==> src/rtl/instr_sequencer.sv <==
// instr_sequencer: loadable program buffer that drives each instruction onto iin
// for HOLD_CYCLES clocks, with start/abort control and a one-cycle done pulse.
module instr_sequencer #(
    parameter int DEPTH       = 16,
    parameter int ADDR_W      = 4,
    parameter int HOLD_CYCLES = 4
) (
    input  logic              clock,
    input  logic              resetn,
    input  logic              wr_en,
    input  logic [ADDR_W-1:0] wr_addr,
    input  logic [15:0]       wr_data,
    input  logic [ADDR_W:0]   prog_len,
    input  logic              start,
    input  logic              abort,
    output logic [15:0]       iin,
    output logic              iin_valid,
    output logic [ADDR_W-1:0] pc,
    output logic              busy,
    output logic              done
);
    localparam int CNT_W = (HOLD_CYCLES > 1) ? $clog2(HOLD_CYCLES) : 1;
    localparam logic [CNT_W-1:0] CNT_MAX = CNT_W'(HOLD_CYCLES - 1);
    localparam logic [ADDR_W:0] LEN_MAX = (ADDR_W + 1)'(DEPTH);

    typedef enum logic [1:0] {S_IDLE, S_ISSUE, S_DONE} state_t;

    state_t            r_state;
    logic [15:0]       r_mem [DEPTH];
    logic [15:0]       r_iin;
    logic              r_valid;
    logic [ADDR_W-1:0] r_pc;
    logic              r_busy;
    logic              r_done;
    logic [CNT_W-1:0]  r_cnt;
    logic [ADDR_W:0]   r_len;
    logic [ADDR_W:0]   w_len_sat;
    logic [ADDR_W-1:0] w_pc_next;
    logic              w_last;

    assign w_len_sat = (prog_len > LEN_MAX) ? LEN_MAX : prog_len;
    assign w_pc_next = r_pc + 1'b1;
    assign w_last    = ({1'b0, r_pc} == r_len - 1'b1);

    assign iin       = r_iin;
    assign iin_valid = r_valid;
    assign pc        = r_pc;
    assign busy      = r_busy;
    assign done      = r_done;

    // Buffer is deliberately not reset so a program survives a mid-run reset.
    always_ff @(posedge clock) begin
        if (wr_en && r_state != S_ISSUE) r_mem[wr_addr] <= wr_data;
    end

    always_ff @(posedge clock or negedge resetn) begin
        if (!resetn) begin
            r_state <= S_IDLE;
            r_iin   <= '0;
            r_valid <= 1'b0;
            r_pc    <= '0;
            r_busy  <= 1'b0;
            r_done  <= 1'b0;
            r_cnt   <= '0;
            r_len   <= '0;
        end else if (abort) begin
            r_state <= S_IDLE;
            r_iin   <= '0;
            r_valid <= 1'b0;
            r_busy  <= 1'b0;
            r_done  <= 1'b0;
            r_cnt   <= '0;
        end else begin
            case (r_state)
                S_IDLE: begin
                    if (start && w_len_sat != '0) begin
                        r_len   <= w_len_sat;
                        r_pc    <= '0;
                        r_iin   <= r_mem['0];
                        r_valid <= 1'b1;
                        r_cnt   <= CNT_MAX;
                        r_busy  <= 1'b1;
                        r_state <= S_ISSUE;
                    end else if (start) begin
                        r_done  <= 1'b1;
                        r_state <= S_DONE;
                    end
                end
                S_ISSUE: begin
                    if (r_cnt != '0) begin
                        r_cnt <= r_cnt - 1'b1;
                    end else if (!w_last) begin
                        r_pc  <= w_pc_next;
                        r_iin <= r_mem[w_pc_next];
                        r_cnt <= CNT_MAX;
                    end else begin
                        r_iin   <= '0;
                        r_valid <= 1'b0;
                        r_busy  <= 1'b0;
                        r_done  <= 1'b1;
                        r_state <= S_DONE;
                    end
                end
                S_DONE: begin
                    r_done  <= 1'b0;
                    r_state <= S_IDLE;
                end
                default: r_state <= S_IDLE;
            endcase
        end
    end
endmodule

==> config.mk <==
export PLATFORM = sky130hd
export DESIGN_NAME = instr_sequencer
export DESIGN_NICKNAME = d
export VERILOG_FILES = /design/src/rtl/instr_sequencer.sv
export SDC_FILE = /design/constraint.sdc
export NUM_CORES = 1
export LEC_CHECK = 0
export ABC_AREA = 1
export CAP_MARGIN = 20
export CORE_MARGIN = 8
export CORE_UTILIZATION = 68
export DETAILED_ROUTE_END_ITERATION = 10
export DONT_BUFFER_PORTS = 1
export MAX_ROUTING_LAYER = met4
export PLACE_DENSITY = 0.9
export SLEW_MARGIN = 20
export SYNTH_ARGS = -nofsm -noshare
export SYNTH_HDL_FRONTEND = slang
export SYNTH_SLANG_ARGS = --single-unit
==> constraint.sdc <==
create_clock -name clock -period 4.1 [get_ports clock]
set_input_delay 0.82 -clock clock [delete_from_list [all_inputs] [get_ports clock]]
set_output_delay 0.82 -clock clock [all_outputs]
set_load 0.005 [all_outputs]
# == Word level (Yosys, flattened, before mapping) ==
# Memories as Yosys holds them, arrays and structs flattened.
# Index checks and enable logic that the tools add are counted.
# totals
ff_bits,31
mem_bits_rw,256
out_inout_bits,23
mem_count,1
# mem_list
name,depth,word_bits,read_ports,rd_ports_with_merged_regs,wr,line_no,source
r_mem,16,16,2,0,1,29,logic [15:0] r_mem [DEPTH];
# op_classes
addsub,3
order_cmp,1
n_eq_ne,14
muxes,34
n_bitwise,1
reduce_logical,15
# ops
operator,n
2-to-1 mux 16 bit,4
case mux 16 bit (2 select lines),1
2-to-1 mux 2 bit,9
!= test 3 bit (second input constant),5
2-to-1 mux 4 bit,3
AND reduction 3 bit,4
2-to-1 mux 1 bit,11
AND reduction 5 bit,2
!= test 4 bit (second input constant),2
case mux 2 bit (2 select lines),2
case mux 4 bit (2 select lines),1
!= test 2 bit (second input constant),3
equality test 4 x 5 -> 1 bit,1
greater-than comparator 5 bit (second input constant),1
2-to-1 mux 5 bit,1
nonzero test 5 bit,1
subtractor 5 x 1 -> 5 bit (second input constant),1
adder 4 x 1 -> 4 bit (second input constant),1
AND reduction 4 bit,1
nonzero test 2 bit,2
nonzero test 4 bit,1
case mux 1 bit (3 select lines),1
nonzero test 3 bit,1
equality test 2 x 1 -> 1 bit (second input constant),1
other kinds (7),8

# == Logic depth before layout (Yosys ltp) ==
# Gate-level depths: netlist (run 1).
# depth
word_depth,7
depth_mapped,12

# == Least setup slack after synthesis (run 1) ==
# OpenSTA, ideal clock, no wires.
# synth_timing
path_kind,register to register
startpoint,register r_state[1]
endpoint,"memory r_mem[8][0], enable pin"
setup_time_ps,409
t_arrival_ps,2190
path_slack_ps,1500
path_stages_with_launch,7
n_path_buf,1
cell_sequence,dfrtp_1 -> inv_1 -> ha_1 -> buf_4 -> inv_4 -> nand2_1 -> nor3_1
# synth_via
elab_chain_cells,4
# synth_rtl
element,line_no,source
start: declaration,28,state_t r_state;
start signal: assignment,58,r_state <= S_IDLE;
start signal: assignment,67,r_state <= S_IDLE;
start signal: assignment,83,r_state <= S_ISSUE;
!= test 2 x 1 -> 1 bit,53,if (wr_en && r_state != S_ISSUE) r_mem[wr_addr] <= wr_data;
logical AND 1 bit,53,
2-to-1 mux 1 bit,53,
2-to-1 mux 1 bit (not written as such),53,
end: declaration,29,
# Every way passes these cells.

# == Worst setup path in the final report (run 1) ==
# layout_timing
startpoint,"register r_pc[1], in the netlist pc[1]"
endpoint,"register r_iin[9], in the netlist iin[9]"
# layout_via
elab_chain_cells,6
# layout_rtl
element,line_no,source
start: declaration,32,logic [ADDR_W-1:0] r_pc;
start signal: assignment,93,r_pc <= w_pc_next;
adder 4 x 1 -> 4 bit,42,assign w_pc_next = r_pc + 1'b1;
memory read (16 x 16 bit),--,
2-to-1 mux 16 bit *,92,end else if (!w_last) begin
2-to-1 mux 16 bit *,90,if (r_cnt != '0) begin
case mux 16 bit (2 select lines) *,74,case (r_state)
2-to-1 mux 16 bit *,66,end else if (abort) begin
end signal: assignment,79,r_iin <= r_mem['0];
end signal: assignment,94,r_iin <= r_mem[w_pc_next];
end: declaration,30,logic [15:0] r_iin;
# Mark *: on every way between the ends. The rest lies on a longest branch, timed or not. The select of a mux whose other input is x is not followed.
# A chain may end at the register's enable or synchronous reset.

==> flow_summary.json, run 1 <==
{
  "initial_core_util": 0.6853,
  "grt_pass1_wl_um": 48790,
  "ys_async_sr_fraction": 0.1080,
  "start_kind": "flop",
  "status": "complete, no violations",
  "cp_data_required_time_ps": 4550,
  "drt_pass1_iterations": 6,
  "clk_pin_slew_ps": 70,
  "tightest_slew_ps": 1133,
  "floorplan.rows": 49,
  "synth_edf_count": 256,
  "vias_per_cell": 6.618,
  "ir_drop_v": 0.0005556,
  "place.detailed.hpwl_um": 16970,
  "fin_util": 0.7453,
  "die_area_mm2": 0.02246,
  "gp_congestion": 0.8760,
  "reg2reg_depth": 9,
  "drive_above_1_share": 0.08530,
  "wirelength_um": 31540,
  "clock-sinks": 287,
  "grt_pass1_vias": 8788,
  "yosysUniqueCellTypes": 30,
  "most-common-layout-cells": "326 x nand2_1, 256 x edfxtp_1, 235 x nand3_1",
  "reg2reg_to": "iin[9]$_DFFE_PN0P_",
  "ant_nets": 0,
  "critical_path_class": "flop to flop",
  "avgSynthCellArea_um2": 11.24,
  "clkLatencyLatePin_ps": 530,
  "fillers": 1047,
  "post_cts_resized": 0,
  "max_freq_mhz": 334.5,
  "maxSlewViolCount": 0,
  "cts-root-buf": "clkbuf_16",
  "fp.dieH_um": 149.9,
  "crit_fanout": 33,
  "skew_ps": 9.089,
  "numCtsBuffers": 28,
  "synth-seq-area-share": 0.6946,
  "hp-class": "input port to asynchronous set/reset pin",
  "slew_headroom": 0.2442,
  "gr-total-overflow": 0,
  "power_density_mw_per_mm2": 611.5,
  "vias": 8809,
  "antennaDiodeCount": 0,
  "r2r-start": "pc[1]$_DFFE_PN0P_",
  "place_inst": 1278,
  "clockBufferDepth": 3,
  "wl_per_cell_um": 23.70,
  "rrSetupSlack_ps": 1110,
  "multiInputGateArea_mm2": 0.003138,
  "tns_ps": 0,
  "power.leakage_nw": 5.036,
  "worst_ep_arrival_time_ps": 3440,
  "drv_cap": 0,
  "fin_crit_sh": 0.7292,
  "io_pins": 53,
  "setup_violations": 0,
  "min_period_ps": 2990,
  "fin_nets": 1116,
  "postSynthCellCount": 1084,
  "synth.cell_area_mm2": 0.01218,
  "grt_setup_unrepaired": "false",
  "route.detailed.drc": 0,
  "tritoncts": "built",
  "synth-seq-cells": 287,
  "portBuffers": 0,
  "core_mm2": 0.01778,
  "grt_max_degree": 84,
  "grt_antenna_before_repair": 0,
  "grtUsageTotal": 0.2955,
  "h-tree-depth": 1,
  "ys_warn_count": 0,
  "seqCellArea_mm2": 0.008467,
  "final_common_cell": "nand2_1",
  "hold_viol_final": 0,
  "drt-initial-drc-count": 1527,
  "final_cells": 1331,
  "end_kind": "flop",
  "syn2layout_area_growth_pct": 8.760,
  "synthFlopType": "edfxtp_1",
  "die_x_um": 149.9,
  "synth_fp_nets": 1120
}
routing by layer:
layer / track usage / part of all wire / vias to the layer above
met1: 0.3560 / 0.34 / 4145
met5: - / 0 / -
li1: - / - / 3758
met3: 0.08255 / 0.14 / 131
met4: 0.1469 / 0.046 / 0
met2: 0.4545 / 0.47 / 775
sequential cells by signal, indices dropped and copies added, names as in the netlist:
name	flops
pc	4
r_cnt	2
r_state	2
done	1
iin	16
busy	1
r_len	5
r_mem	256
stage by stage:
step / total power, mW / cell area, um2 / setup slack, ps / hold WS, ps
final: 8.104 / 13250 / 1110 / 115.7
after global routing: 8.439 / 13250 / 969.8 / 117.9
after CTS: 8.050 / 13250 / 1175 / 106.4
after detailed placement: 5.499 / 12320 / 1296 / 477.2
after global placement: 5.405 / 12320 / 1471 / 454.7
after floorplan: 5.029 / 12180 / 1500 / 441.9
where the power goes:
part           leakage, nW  internal [mW]  switching, mW  total, mW
clock network        0.437           1.48           1.05       2.53
registers             2.70           3.37          0.178       3.55
logic                 1.90          0.567           1.46       2.02
critical path: stages, from the launching register on:
cell	delay, ps
dfrtp_1	490
ha_2	240
inv_1	40
nand2_1	90
nand2_2	510
inv_2	810
nand3_1	200
nand3_1	160
nand4_1	160
a21oi_1	210
cells in the mapped netlist (2+ instances only):
library cell,number,share of area
a21oi_1,35,0.014
buf_4,9,0.0055
buf_1,6,0.0018
xor2_2,2,0.0027
buf_6,12,0.011
o22ai_1,2,0.0010
xor2_1,2,0.0014
inv_1,58,0.018
clkbuf_1,3,0.00092
nor2_1,15,0.0046
buf_2,30,0.012
nand4_1,24,0.012
dfrtp_1,31,0.064
nand2_1,326,0.10
inv_2,4,0.0012
nor3_1,8,0.0033
nand2_2,4,0.0021
edfxtp_1,256,0.63
ha_1,6,0.0062
o21ai_0,6,0.0025
nand3_1,235,0.097
nand3_2,2,0.0016
worst max-delay path by stage:
| stage | start | endpoint | slack, ps | cells after the start |
|---|---|---|---|---|
| finish | pc[1]$_DFFE_PN0P_ | iin[9]$_DFFE_PN0P_ | 1110 | 9 |
| detailed placement | pc[1]$_DFFE_PN0P_ | iin[7]$_DFFE_PN0P_ | 1300 | 9 |
| CTS | pc[1]$_DFFE_PN0P_ | iin[9]$_DFFE_PN0P_ | 1170 | 9 |
| global route | pc[1]$_DFFE_PN0P_ | iin[0]$_DFFE_PN0P_ | 970 | 9 |
| global placement | pc[1]$_DFFE_PN0P_ | iin[4]$_DFFE_PN0P_ | 1470 | 9 |
| floorplan | r_state[1]$_DFFE_PN0P_ | r_mem[8][0]$_DFFE_PP_ | 1500 | 6 |
cell type report:
| class | count | area share |
|---|---|---|
| multi-input cells | 674 | 0.2368 |
| repair buffers | 26 | 0.01567 |
| flip-flops and latches | 287 | 0.6389 |
| well taps | 229 | 0.02162 |
| inverters | 63 | 0.01822 |
| clock inverters | 10 | 0.008026 |
| clock buffers | 42 | 0.06071 |
what timing repair did:
| item | CTS | global route |
|---|---|---|
| hold buffers | 1 | 0 |
| setup endpoints to repair | 0 | 0 |
| endpoints found under the hold margin | 31 | 0 |
| buffers inserted | 0 | 0 |
logic make-up (layout without fill, tap and decap cells):
| family | after synthesis | count (layout) | synth area share |
|---|---|---|---|
| simple gates | 618 | 618 | 0.2242 |
| flops | 287 | 287 | 0.6946 |
| buf+inv | 123 | 141 | 0.05134 |
| compound gates | 46 | 46 | 0.01961 |
| fa+ha+maj | 6 | 6 | 0.006161 |
| xor+xnor | 4 | 4 | 0.004108 |
Power figures use the tool's default switching activity.
==> run 2, diff against run 1 <==
CORE_UTILIZATION = 63   (was 68)
PLACE_DENSITY = 0.85   (was 0.9)
clock period = 3.09 ns   (was 4.1 ns; I/O delays follow)
==> run 2 against run 1 <==
Final cell count rose by 3.2%. Via count fell by 2.8%. Clock power rose by 30%. Largest power group unchanged. Critical path type unchanged. Design area rose by 0.99%. Largest cell class unchanged. Worst setup slack got worse by 490 ps. Fmax rose by 21%. Clock skew rose by 1.2 ps. Global-route usage fell by 3.2 points. Power rose by 31%.
==> flow_summary.json, run 2 (synthesis gave the netlist of run 1 again) <==
{
  "die_area_mm2": 0.02405,
  "rrSetupSlack_ps": 620,
  "vias": 8558,
  "largest_reg_flops": 256,
  "reg2reg_depth": 8,
  "fin_crit_sh": 0.7995,
  "crit_fanout": 16,
  "post_cts_buffers": 0,
  "cp-endpoint": "r_mem[0][9]$_DFFE_PP_",
  "clkLatencyLatePin_ps": 540,
  "floorplan.rows": 51,
  "pre_cts_ws_ps": 715.8,
  "skew_ps": 10.28,
  "fin_ws_ps": 619.4,
  "worst_ep_arrival_time_ps": 2680,
  "drt-initial-drc-count": 982,
  "syn2layout_area_growth_pct": 9.837,
  "p_comb_frac": 0.247,
  "whs_ps": 171.1,
  "portBuffers": 0,
  "h-tree-depth": 1,
  "most-common-layout-cells": "326 x nand2_1, 256 x edfxtp_1, 235 x nand3_1",
  "fp.dieH_um": 155.1,
  "core_mm2": 0.01921,
  "cp_data_required_time_ps": 3300,
  "clockBufferDepth": 3,
  "wirelength_um": 30500,
  "final_common_cell": "nand2_1",
  "initial_core_util": 0.6344,
  "met2_usage": 0.4099,
  "numCtsBuffers": 27,
  "r2r-start": "r_state[1]$_DFFE_PN0P_",
  "met1_usage": 0.3167,
  "clk_pin_slew_ps": 60,
  "power_density_mw_per_mm2": 791.8,
  "cell_internal_pwr_mw": 7.174,
  "power.leakage_nw": 5.097,
  "hp-class": "input port to flop",
  "fin_util": 0.6968,
  "fin_nets": 1126,
  "maxSlewViolCount": 0,
  "crit_start": "r_state[1]$_DFFE_PN0P_",
  "start_kind": "flop",
  "drv_cap": 0,
  "clock-sinks": 287,
  "use_met3": 0.06075,
  "p_sw_mw": 3.422,
  "grtUsageTotal": 0.2633,
  "grt_max_degree": 133,
  "grt-busiest-layer": "met2",
  "largest_register": "r_mem",
  "seqPwrFrac": 0.442,
  "total_power_mw": 10.60,
  "gp_congestion": 0.8854,
  "final_cells": 1373,
  "grt_setup_unrepaired": "false",
  "pwr-share-clk": 0.312,
  "hold_viol_final": 0,
  "cts-root-buf": "clkbuf_16",
  "placed_area_mm2": 0.01248,
  "fillers": 1226,
  "reg2reg_to": "r_mem[0][9]$_DFFE_PP_",
  "ant_nets": 0,
  "ir_drop_v": 0.0005663,
  "critical_path_class": "flop to flop",
  "gr-total-overflow": 0,
  "min_period_ps": 2471,
  "status": "complete, no violations",
  "grt_pass1_wl_um": 47180,
  "drive_above_1_share": 0.09116,
  "drt_pass1_iterations": 5,
  "wl_per_cell_um": 22.21,
  "vias_per_cell": 6.233,
  "grt_pass1_vias": 8628,
  "tightest_slew_ps": 862.1,
  "antennaDiodeCount": 0,
  "post_cts_resized": 0,
  "grt_antenna_before_repair": 0,
  "post-route-cell-area_mm2": 0.01338,
  "setup_violations": 0,
  "place_inst": 1324,
  "die_x_um": 155.1,
  "max_freq_mhz": 404.8,
  "io_pins": 53,
  "end_kind": "flop",
  "tritoncts": "built",
  "slew_headroom": 0.4248,
  "place.detailed.hpwl_um": 17600,
  "tns_ps": 0,
  "route.detailed.drc": 0,
  "p_sw_frac": 0.3230
}
==> run 2: cell type report <==
cell class | instances | area [um2] | share of cell area
Multi-Input combinational cell | 674 | 3138 | 0.2345
Clock buffer | 35 | 735.7 | 0.05497
Sequential cell | 287 | 8467 | 0.6327
Clock inverter | 12 | 140.1 | 0.01047
Timing Repair Buffer | 37 | 330.3 | 0.02468
Inverter | 63 | 240.2 | 0.01795
Tap cell | 265 | 331.6 | 0.02478
==> run 2: routing by layer <==
metal  vias to the layer above  wire length [um]
met5                         -                 0
met4                         0              1642
met3                       133              3638
met2                       582             14430
met1                      4057             10790
li1                       3786                 -
==> run 2: repair_timing <==
item / in CTS / in global routing
setup endpoints to repair: 0 / 0
hold buffers: 2 / 0
hold endpoints to repair: 31 / 0
==> run 2: power by group through the flow <==
stage	combinational (mW)	sequential, mW	clock, mW
after global placement	2.40	4.75	0
after detailed placement	2.51	4.76	0
after floorplan	2.02	4.66	0
after global routing	2.90	4.71	3.45
final	2.61	4.68	3.30
after CTS	2.58	4.68	3.30
==> run 2: how the worst min path moves through the flow <==
stage,startpoint,end,cells past startpoint
after floorplan,resetn,busy$_DFFE_PN0P_,0
after global placement,resetn,r_len[1]$_DFFE_PN0P_,0
after detailed placement,resetn,r_len[2]$_DFFE_PN0P_,0
after CTS,wr_data[2],r_mem[0][2]$_DFFE_PP_,0
after global routing,wr_data[8],r_mem[1][8]$_DFFE_PP_,0
final,wr_data[7],r_mem[3][7]$_DFFE_PP_,0
==> run 2: critical path, stage by stage (launching register included) <==
cell	delay, ps
dfrtp_1	370
inv_1	80
ha_1	320
inv_4	160
nand2_1	350
inv_1	210
nand3_1	170
nor2_1	170
buf_4	310
==> run 3, diff against run 2 <==
CORE_UTILIZATION = 57   (was 63)
PLACE_DENSITY = 0.81   (was 0.85)
clock period = 2.13 ns   (was 3.09 ns; I/O delays follow)
==> run 3 against run 2 <==
Global-route usage shrank 2.4 points. Final cell count grew 2.5%. Count of clock-buffer cells in the layout is 2 lower. Die area grew 9.4%. First-iteration DRC count up 32%. Register-to-register slack lost 530 ps. Worst setup slack got worse by 530 ps. Largest cell class unchanged. Largest power group unchanged.
==> flow_summary.json, run 3 (synthesis gave the netlist of run 1 again) <==
{
  "drt_pass1_iterations": 6,
  "most-common-layout-cells": "326 x nand2_1, 256 x edfxtp_1, 235 x nand3_1",
  "syn2layout_area_growth_pct": 13.98,
  "clockBufferDepth": 3,
  "reg2reg_depth": 8,
  "route.detailed.drc": 0,
  "hp-class": "input port to flop",
  "reg2reg_to": "iin[5]$_DFFE_PN0P_",
  "largest_register": "r_mem",
  "grt_antenna_before_repair": 3,
  "critical_path_class": "flop to flop",
  "pre_cts_ws_ps": 218.1,
  "status": "complete, no violations",
  "whs_ps": 24.35,
  "maxSlewViolCount": 0,
  "r2r-start": "pc[0]$_DFFE_PN0P_",
  "final_cells": 1408,
  "fillers": 1483,
  "clk_pin_slew_ps": 60,
  "gr-total-overflow": 0,
  "power_density_mw_per_mm2": 1133,
  "hold_start": "prog_len[2]",
  "tightest_slew_ps": 636.0,
  "floorplan.rows": 53,
  "fin_util": 0.6606,
  "h-tree-depth": 1,
  "total_power_mw": 15.73,
  "post-route-cell-area_mm2": 0.01389,
  "cts-root-buf": "clkbuf_16",
  "core_mm2": 0.02102,
  "io_pins": 53,
  "die_x_um": 162.2,
  "skew_ps": 7.401,
  "clock-sinks": 287,
  "die_area_mm2": 0.02631,
  "rrSetupSlack_ps": 90,
  "end_kind": "flop",
  "start_kind": "flop",
  "grtUsageTotal": 0.2396,
  "min_to": "r_len[2]$_DFFE_PN0P_",
  "drt-initial-drc-count": 1298,
  "slew_headroom": 0.5746,
  "worst_ep_arrival_time_ps": 2450,
  "seqCellArea_mm2": 0.008467,
  "drive_above_1_share": 0.1000,
  "ir_drop_v": 0.0007604,
  "grt_pass1_vias": 8283,
  "ant_nets": 0,
  "gp_congestion": 0.8509,
  "fp.dieH_um": 162.2,
  "place_inst": 1335,
  "tns_ps": 0,
  "placed_area_mm2": 0.01278,
  "cp_slowest_cell": "dfrtp_4",
  "grt_setup_unrepaired": "false",
  "cp_data_required_time_ps": 2540,
  "final_common_cell": "nand2_1",
  "place.detailed.hpwl_um": 17990,
  "numCtsBuffers": 29,
  "wirelength_um": 30970,
  "vias_per_cell": 6.065,
  "hold_viol_final": 0,
  "min_path_cells": 2,
  "min_period_ps": 2040,
  "tritoncts": "built",
  "power.leakage_nw": 5.256,
  "max_freq_mhz": 490.1,
  "max_stage_delay_ps": 540,
  "grt_max_degree": 116,
  "fin_ws_ps": 89.69,
  "portBuffers": 0,
  "multiInputGateArea_mm2": 0.003158,
  "drv_cap": 0,
  "fin_nets": 1145,
  "fin_crit_sh": 0.9579,
  "path_cells": "ha_2, inv_2, buf_12, nand3_1, nand3_1, nand3_1, nand4_1, a21oi_1",
  "crit_top_cell": "nand3_1",
  "grt_pass1_wl_um": 47350,
  "setup_violations": 0,
  "initial_core_util": 0.5796,
  "largest_reg_flops": 256,
  "vias": 8539,
  "wl_per_cell_um": 21.99,
  "post_cts_resized": 0,
  "clkLatencyLatePin_ps": 540,
  "crit_fanout": 50
}
## run 3: cell types whose count changed in the layout (fill, tap and decap cells not counted)
| cell | delta |
|---|---|
| buf_4 | -20 |
| inv_6 | -1 |
| clkinv_1 | +3 |
| clkinvlp_4 | -1 |
| dlygate4sd3_1 | +16 |
| clkinv_4 | +1 |
| clkbuf_16 | +2 |
| nor2_1 | -8 |
| nor2_2 | +8 |
| diode_2 | +3 |
| clkbuf_1 | -1 |
| clkbuf_8 | -3 |
| clkinv_2 | +5 |
| buf_12 | +21 |
## run 3: worst max-delay path: cells and delay by family, from the launching register on
kind,cells,cell delay [ps]
simple gates,4,570
flops,1,540
buf+inv,2,350
fa+ha+maj,1,350
compound gates,1,70
## run 3: area by class of cell
type / instances / share of cell area
clock buffers: 33 / 0.05334
inverters: 63 / 0.01730
flip-flops and latches: 287 / 0.6097
multi-input cells: 674 / 0.2274
repair buffers: 54 / 0.05478
diodes: 3 / 0.0005406
clock inverters: 19 / 0.01216
well taps: 275 / 0.02478
## run 3: worst max-delay path by stage
stage	from	to	slack, ps	cells after the start
CTS	pc[0]$_DFFE_PN0P_	iin[5]$_DFFE_PN0P_	110	8
detailed placement	pc[0]$_DFFE_PN0P_	iin[5]$_DFFE_PN0P_	220	8
global route	pc[0]$_DFFE_PN0P_	iin[5]$_DFFE_PN0P_	40	8
finish	pc[0]$_DFFE_PN0P_	iin[5]$_DFFE_PN0P_	90	8
floorplan	r_state[1]$_DFFE_PN0P_	r_mem[8][0]$_DFFE_PP_	-470	6
global placement	r_state[1]$_DFFE_PN0P_	r_mem[1][9]$_DFFE_PP_	260	8
## run 3: routing by layer
metal | share of wire | wire length, um | up-vias | GRT usage
met3 | 0.11 | 3522 | 78 | 0.04024
met4 | 0.037 | 1151 | 0 | 0.1014
met1 | 0.38 | 11900 | 4042 | 0.3141
met5 | 0 | 0 | - | -
met2 | 0.46 | 14400 | 589 | 0.3674
li1 | - | - | 3830 | -
## run 3: power by group
group | internal (mW) | total (mW) | switching, mW | leakage, nW
clock | 2.84 | 4.90 | 2.06 | 0.452
combinational | 1.30 | 4.01 | 2.71 | 2.11
sequential | 6.49 | 6.81 | 0.329 | 2.70
total | 10.6 | 15.7 | 5.09 | 5.26
## run 3: what timing repair did
action / 4_1_cts / 5_1_grt
setup buffers: 0 / 0
setup endpoints to repair: 0 / 0
hold buffers: 18 / 0
endpoints found under the hold margin: 287 / 0
